`config.mk`:
```
export PLATFORM = sky130hd
export DESIGN_NAME = top_conv_engine
export DESIGN_NICKNAME = d
export VERILOG_FILES = /design/src/rtl/top_conv_engine.sv
export SDC_FILE = /design/constraint.sdc
export NUM_CORES = 2
export LEC_CHECK = 0
export BUFFER_PORTS_ARGS = -buffer_cell sky130_fd_sc_hd__buf_2
export CORE_MARGIN = 3
export CORE_UTILIZATION = 45
export CTS_BUF_LIST = sky130_fd_sc_hd__clkbuf_16
export DETAILED_ROUTE_END_ITERATION = 16
export GPL_TIMING_DRIVEN = 0
export PLACE_DENSITY_LB_ADDON = 0.12
export SETUP_SLACK_MARGIN = 0.2
export SYNTH_ARGS = -nofsm -noshare
export SYNTH_HDL_FRONTEND = slang
export SYNTH_SLANG_ARGS = --single-unit
export TNS_END_PERCENT = 5
```
`constraint.sdc`:
```
create_clock -name clk -period 14.8 [get_ports clk]
set_clock_uncertainty 0.1 [all_clocks]
set_input_delay 2.96 -clock clk [delete_from_list [all_inputs] [get_ports clk]]
set_output_delay 2.96 -clock clk [all_outputs]
set_load 0.02 [all_outputs]
```
`src/rtl/top_conv_engine.sv`:
```
// rtl/top_conv_engine.sv - streaming 3x3 two-filter convolution engine with ReLU, 26x26 in / 24x24 out
module top_conv_engine (
  input  logic       clk,
  input  logic       rst_n,
  input  logic [1:0] layer_num,
  input  logic [7:0] i_data,
  output logic [7:0] o_data
);

  typedef enum logic [1:0] {
    S_WEIGHT = 2'd0,
    S_BAND   = 2'd1,
    S_DRAIN  = 2'd2
  } state_t;

  // Position within the frame: r_col counts weights, columns and drain slots;
  // r_seg selects row n (0), row n+1 (1), row n+2 (2) or the band gap (3).
  state_t       r_state;
  logic [4:0]   r_col;
  logic [1:0]   r_seg;
  logic [4:0]   r_band;
  logic [7:0]   r_data;

  // Weight byte i ends up at r_wgt[8*i +: 8]; filter A is the low 72 bits.
  logic [143:0] r_wgt;
  logic [7:0]   r_lb0 [26];
  logic [7:0]   r_lb1 [26];
  logic [7:0]   r_bb  [24];
  // Sliding window, two columns per row: r_win[2*row] is column c-2, r_win[2*row+1] is c-1.
  logic [7:0]   r_win [6];

  logic         w_run;
  logic         w_win_valid;
  logic [4:0]   w_k;
  logic [71:0]  w_pix;
  logic [7:0]   w_res_a;
  logic [7:0]   w_res_b;

  // Nine wrapped 15-bit products summed in 21 bits, ReLU, then bits [15:8].
  function automatic logic [7:0] conv_byte(input logic [71:0] w, input logic [71:0] p);
    logic [14:0] prod;
    logic [20:0] sum;
    sum = '0;
    for (int i = 0; i < 9; i++) begin
      prod = {{7{w[8*i+7]}}, w[8*i +: 8]} * {7'd0, p[8*i +: 8]};
      sum  = sum + {{6{prod[14]}}, prod};
    end
    return sum[20] ? 8'd0 : sum[15:8];
  endfunction

  assign o_data      = r_data;
  assign w_run       = rst_n && (layer_num == 2'd0);
  assign w_win_valid = (r_seg == 2'd2) && (r_col >= 5'd2);
  assign w_k         = r_col - 5'd2;
  // Tap 0 is top-left (row n, column c-2); tap 8 is the pixel being sampled now.
  assign w_pix       = {i_data, r_win[5], r_win[4],
                        r_lb1[r_col], r_win[3], r_win[2],
                        r_lb0[r_col], r_win[1], r_win[0]};
  assign w_res_a     = conv_byte(r_wgt[71:0], w_pix);
  assign w_res_b     = conv_byte(r_wgt[143:72], w_pix);

  // Frame sequencer and registered output byte.
  always_ff @(posedge clk) begin
    if (!rst_n || (layer_num != 2'd0)) begin
      r_state <= S_WEIGHT;
      r_col   <= '0;
      r_seg   <= '0;
      r_band  <= '0;
      r_data  <= '0;
    end else begin
      case (r_state)
        S_WEIGHT: begin
          r_data <= '0;
          if (r_col == 5'd17) begin
            r_state <= S_BAND;
            r_col   <= '0;
            r_seg   <= '0;
            r_band  <= '0;
          end else begin
            r_col <= r_col + 5'd1;
          end
        end
        S_BAND: begin
          if ((r_seg == 2'd0) && (r_col < 5'd24) && (r_band != 5'd0))
            r_data <= r_bb[r_col];
          else if (w_win_valid)
            r_data <= w_res_a;
          else
            r_data <= '0;
          if (r_seg == 2'd3) begin
            r_seg <= '0;
            r_col <= '0;
            if (r_band == 5'd23) begin
              r_state <= S_DRAIN;
            end else begin
              r_band <= r_band + 5'd1;
            end
          end else if ((r_seg != 2'd3) && (r_col == 5'd25)) begin
            r_col <= '0;
            r_seg <= r_seg + 2'd1;
          end else begin
            r_col <= r_col + 5'd1;
          end
        end
        S_DRAIN: begin
          r_data <= r_bb[r_col];
          if (r_col == 5'd23) begin
            r_state <= S_WEIGHT;
            r_col   <= '0;
          end else begin
            r_col <= r_col + 5'd1;
          end
        end
        default: begin
          r_state <= S_WEIGHT;
          r_col   <= '0;
          r_data  <= '0;
        end
      endcase
    end
  end

  // Weight capture, line buffers, sliding window and filter-B result buffer.
  always_ff @(posedge clk) begin
    if (w_run) begin
      if (r_state == S_WEIGHT)
        r_wgt <= {i_data, r_wgt[143:8]};
      if (r_state == S_BAND) begin
        case (r_seg)
          2'd0: r_lb0[r_col] <= i_data;
          2'd1: r_lb1[r_col] <= i_data;
          2'd2: begin
            r_win[0] <= r_win[1];
            r_win[1] <= r_lb0[r_col];
            r_win[2] <= r_win[3];
            r_win[3] <= r_lb1[r_col];
            r_win[4] <= r_win[5];
            r_win[5] <= i_data;
            if (w_win_valid)
              r_bb[w_k] <= w_res_b;
          end
          default: ;
        endcase
      end
    end
  end

endmodule

```
==> flow_summary.toml <==
[outcome]
outcome = "complete, no violations"

[cells_and_area]
fill_cells = 14650
layout_commonest_cell = "inv_1"
fin_nets = 7977
most-common-layout-cells = "1262 x inv_1, 880 x fa_1, 800 x edfxtp_1"
regArea_um2 = 24460
final_util = 0.4920
multi_input_comb_area_um2 = 43070
syn2layout_area_growth_pct = 8.561
drive_gt1_frac = 0.06234

[logic_synthesis]
synth_edf_count = 800
synth_top_family_by_area = "adder cells"
synth_xor_area_frac = 0.02729
yosysSeqAreaShare = 0.3358
yosys-top-cells-area = "edfxtp_1 33%, fa_1 24%, ha_1 12%, inv_1 6.4%, and2_1 4.3%"
synth_cell_types = 78
synth-compound-area-share = 0.03559
yosys_warnings = 0
synthFlopType = "edfxtp_1"
syn_inst = 6258
syn-num-nets = 7849
muxShareOfSynthArea = 0.05302
syn-mean-instance-area_um2 = 11.64
synth.cell_area_um2 = 72850
yosys.area.top_type = "edfxtp_1"
ys_ff_latch = 822
synth_top_area_frac = 0.3297
yosys.area_share.simple = 0.1127
synth_adder_area_share = 0.3619
async_reset_ff_frac = 0

[drt]
first_iter_violations = 3224
drcViolationCount = 0
met3_length_um = 12450
firstDrtPassIters = 7
route.met2.wl_um = 92090
via_count = 45840
wire_per_inst_um = 23.22
topRoutingLayerUsed = "met4"
ant_nets = 0
viasPerCell = 5.313
wl_met1_um = 89970
finalWirelength_um = 200400

[clocking]
cts_max_level = 3
cts_root_buffer = "clkbuf_16"
holdBufCountCts = 0
cts_tree = "done"
clk_latency_ns = 0.74
clkSlewWorstSetupHoldPaths_ns = 0.06
cts_buffers = 93
cts.path.max_buffers = 3
cts.repair.resized = 0
cts_sinks = 822
cts_setup_buffers = 0

[floorplan]
start_util = 0.4532
ios = 20
dieArea_um2 = 166800
coreArea_um2 = 160800
row_count = 147
die_w_um = 408.4
die_h_um = 408.4

[worst_setup_path]
crit_path_max_fanout = 61
critPathCaptureType = "register"
crit_path_frequent_cell = "fa_1"
start_kind = "input port"
crit_slowest_cell = "buf_2"
crit_type = "input port to register"
critical_path.max_stage_delay_ns = 0.99
worstPathRequired_ns = 14.99
worst-endpoint-arrival_ns = 12.88

[job]
cap_violations = 0

[place]
portBuffers = 19
dpl.hpwl_um = 156000
place_congestion = 0.9494
place_ws_ns = 1.434

[sta]
worst_slew_pin_slew_ns = 1.389
max_freq_mhz = 78.86
setup_viol = 0
tns_ns = 0
setup_slack_ns = 2.119
hold_viol = 0
whs_ns = 0.4167
slew_viol_final = 0
final.min_clock_period_ns = 12.68
period_share = 0.8568
rsz0062_at_grt = "false"
relSlewSlack = 0.07378

[global_route]
grt-ovfl-total = 0
grt_max_degree = 62
gr-usage-all-layers = 0.2454
antenna_found_initial = 6
grt_pass1_vias = 48080
grt_pass1_wl_um = 305700

[hold_path]
hp-class = "register to register"
==> registers in the layout, indices dropped and copies added, names as in the netlist <==
register,count
r_win,48
r_wgt,144
r_seg,2
r_bb,192
r_col,5
o_data,8
r_lb0,208
r_lb1,208
r_band,5
r_state,2
==> path summary, 6_finish.rpt <==
| check | start | to | slack (ns) | depth (start not counted) |
|---|---|---|---|---|
| max | i_data[3] | r_bb[23][7] | 2.12 | 31 |
| min | r_band[4] | r_band[4] | 0.42 | 2 |
| max reg2reg | r_col[1] | r_bb[23][7] | 2.20 | 36 |
| min reg2reg | r_band[4] | r_band[4] | 0.42 | 2 |
==> metal layers <==
| layer | vias to the layer above | GRT usage |
|---|---|---|
| li1 | 20670 | - |
| met1 | 23670 | 0.3530 |
| met2 | 1275 | 0.3892 |
| met3 | 219 | 0.03470 |
| met4 | 0 | 0.07099 |
| met5 | - | 0 |
==> cell families (layout without fill, tap and decap cells) <==
group / count (synthesis) / in the layout
muxes: 207 / 207
xor gates and xnor gates: 227 / 227
DFF: 822 / 822
buffers and inverters: 1376 / 1583
other: 0 / 2
AOI/OAI and AO/OA: 405 / 405
adders and majority gates: 1579 / 1579
and+or+nand+nor: 1642 / 1642
==> area by class of cell <==
cell class / instances / area share
diodes: 2 / 0.00006328
plain buffers: 128 / 0.008717
clock buffers: 93 / 0.02943
clock inverters: 81 / 0.01008
inverters: 1248 / 0.05923
multi-input cells: 4060 / 0.5446
flip-flops and latches: 822 / 0.3093
well taps: 2160 / 0.03417
repair buffers: 33 / 0.004445
==> Yosys cell counts (32+ instances only) <==
cell type / instances
nand2b_1: 96
clkbuf_1: 76
a21oi_1: 138
o21ai_0: 61
xor2_1: 60
mux2i_1: 57
mux4_2: 129
nand2_1: 545
ha_1: 699
and2_1: 497
xnor2_1: 167
edfxtp_1: 800
nor3_1: 47
a21o_1: 45
fa_1: 880
nor2b_1: 32
nor2_1: 281
inv_1: 1240
==> critical path: cells and delay by family <==
family / cells / cell delay [ns]
adder cells (fa/ha/maj): 10 / 4.60
AO/OA/AOI/OAI: 9 / 2.28
buffers and inverters: 8 / 2.10
AND/OR/NAND/NOR: 4 / 0.82
==> metrics by stage <==
step / cell area, µm² / cells
final: 79090 / 8627
after global routing: 79080 / 8625
after CTS: 79040 / 8624
after detailed placement: 75910 / 8450
after global placement: 75650 / 8437
after floorplan: 72850 / 6258
Power is left out: the tool's default activity adds up to more than one toggle a clock period on the data nets, which glitch-free logic cannot reach.
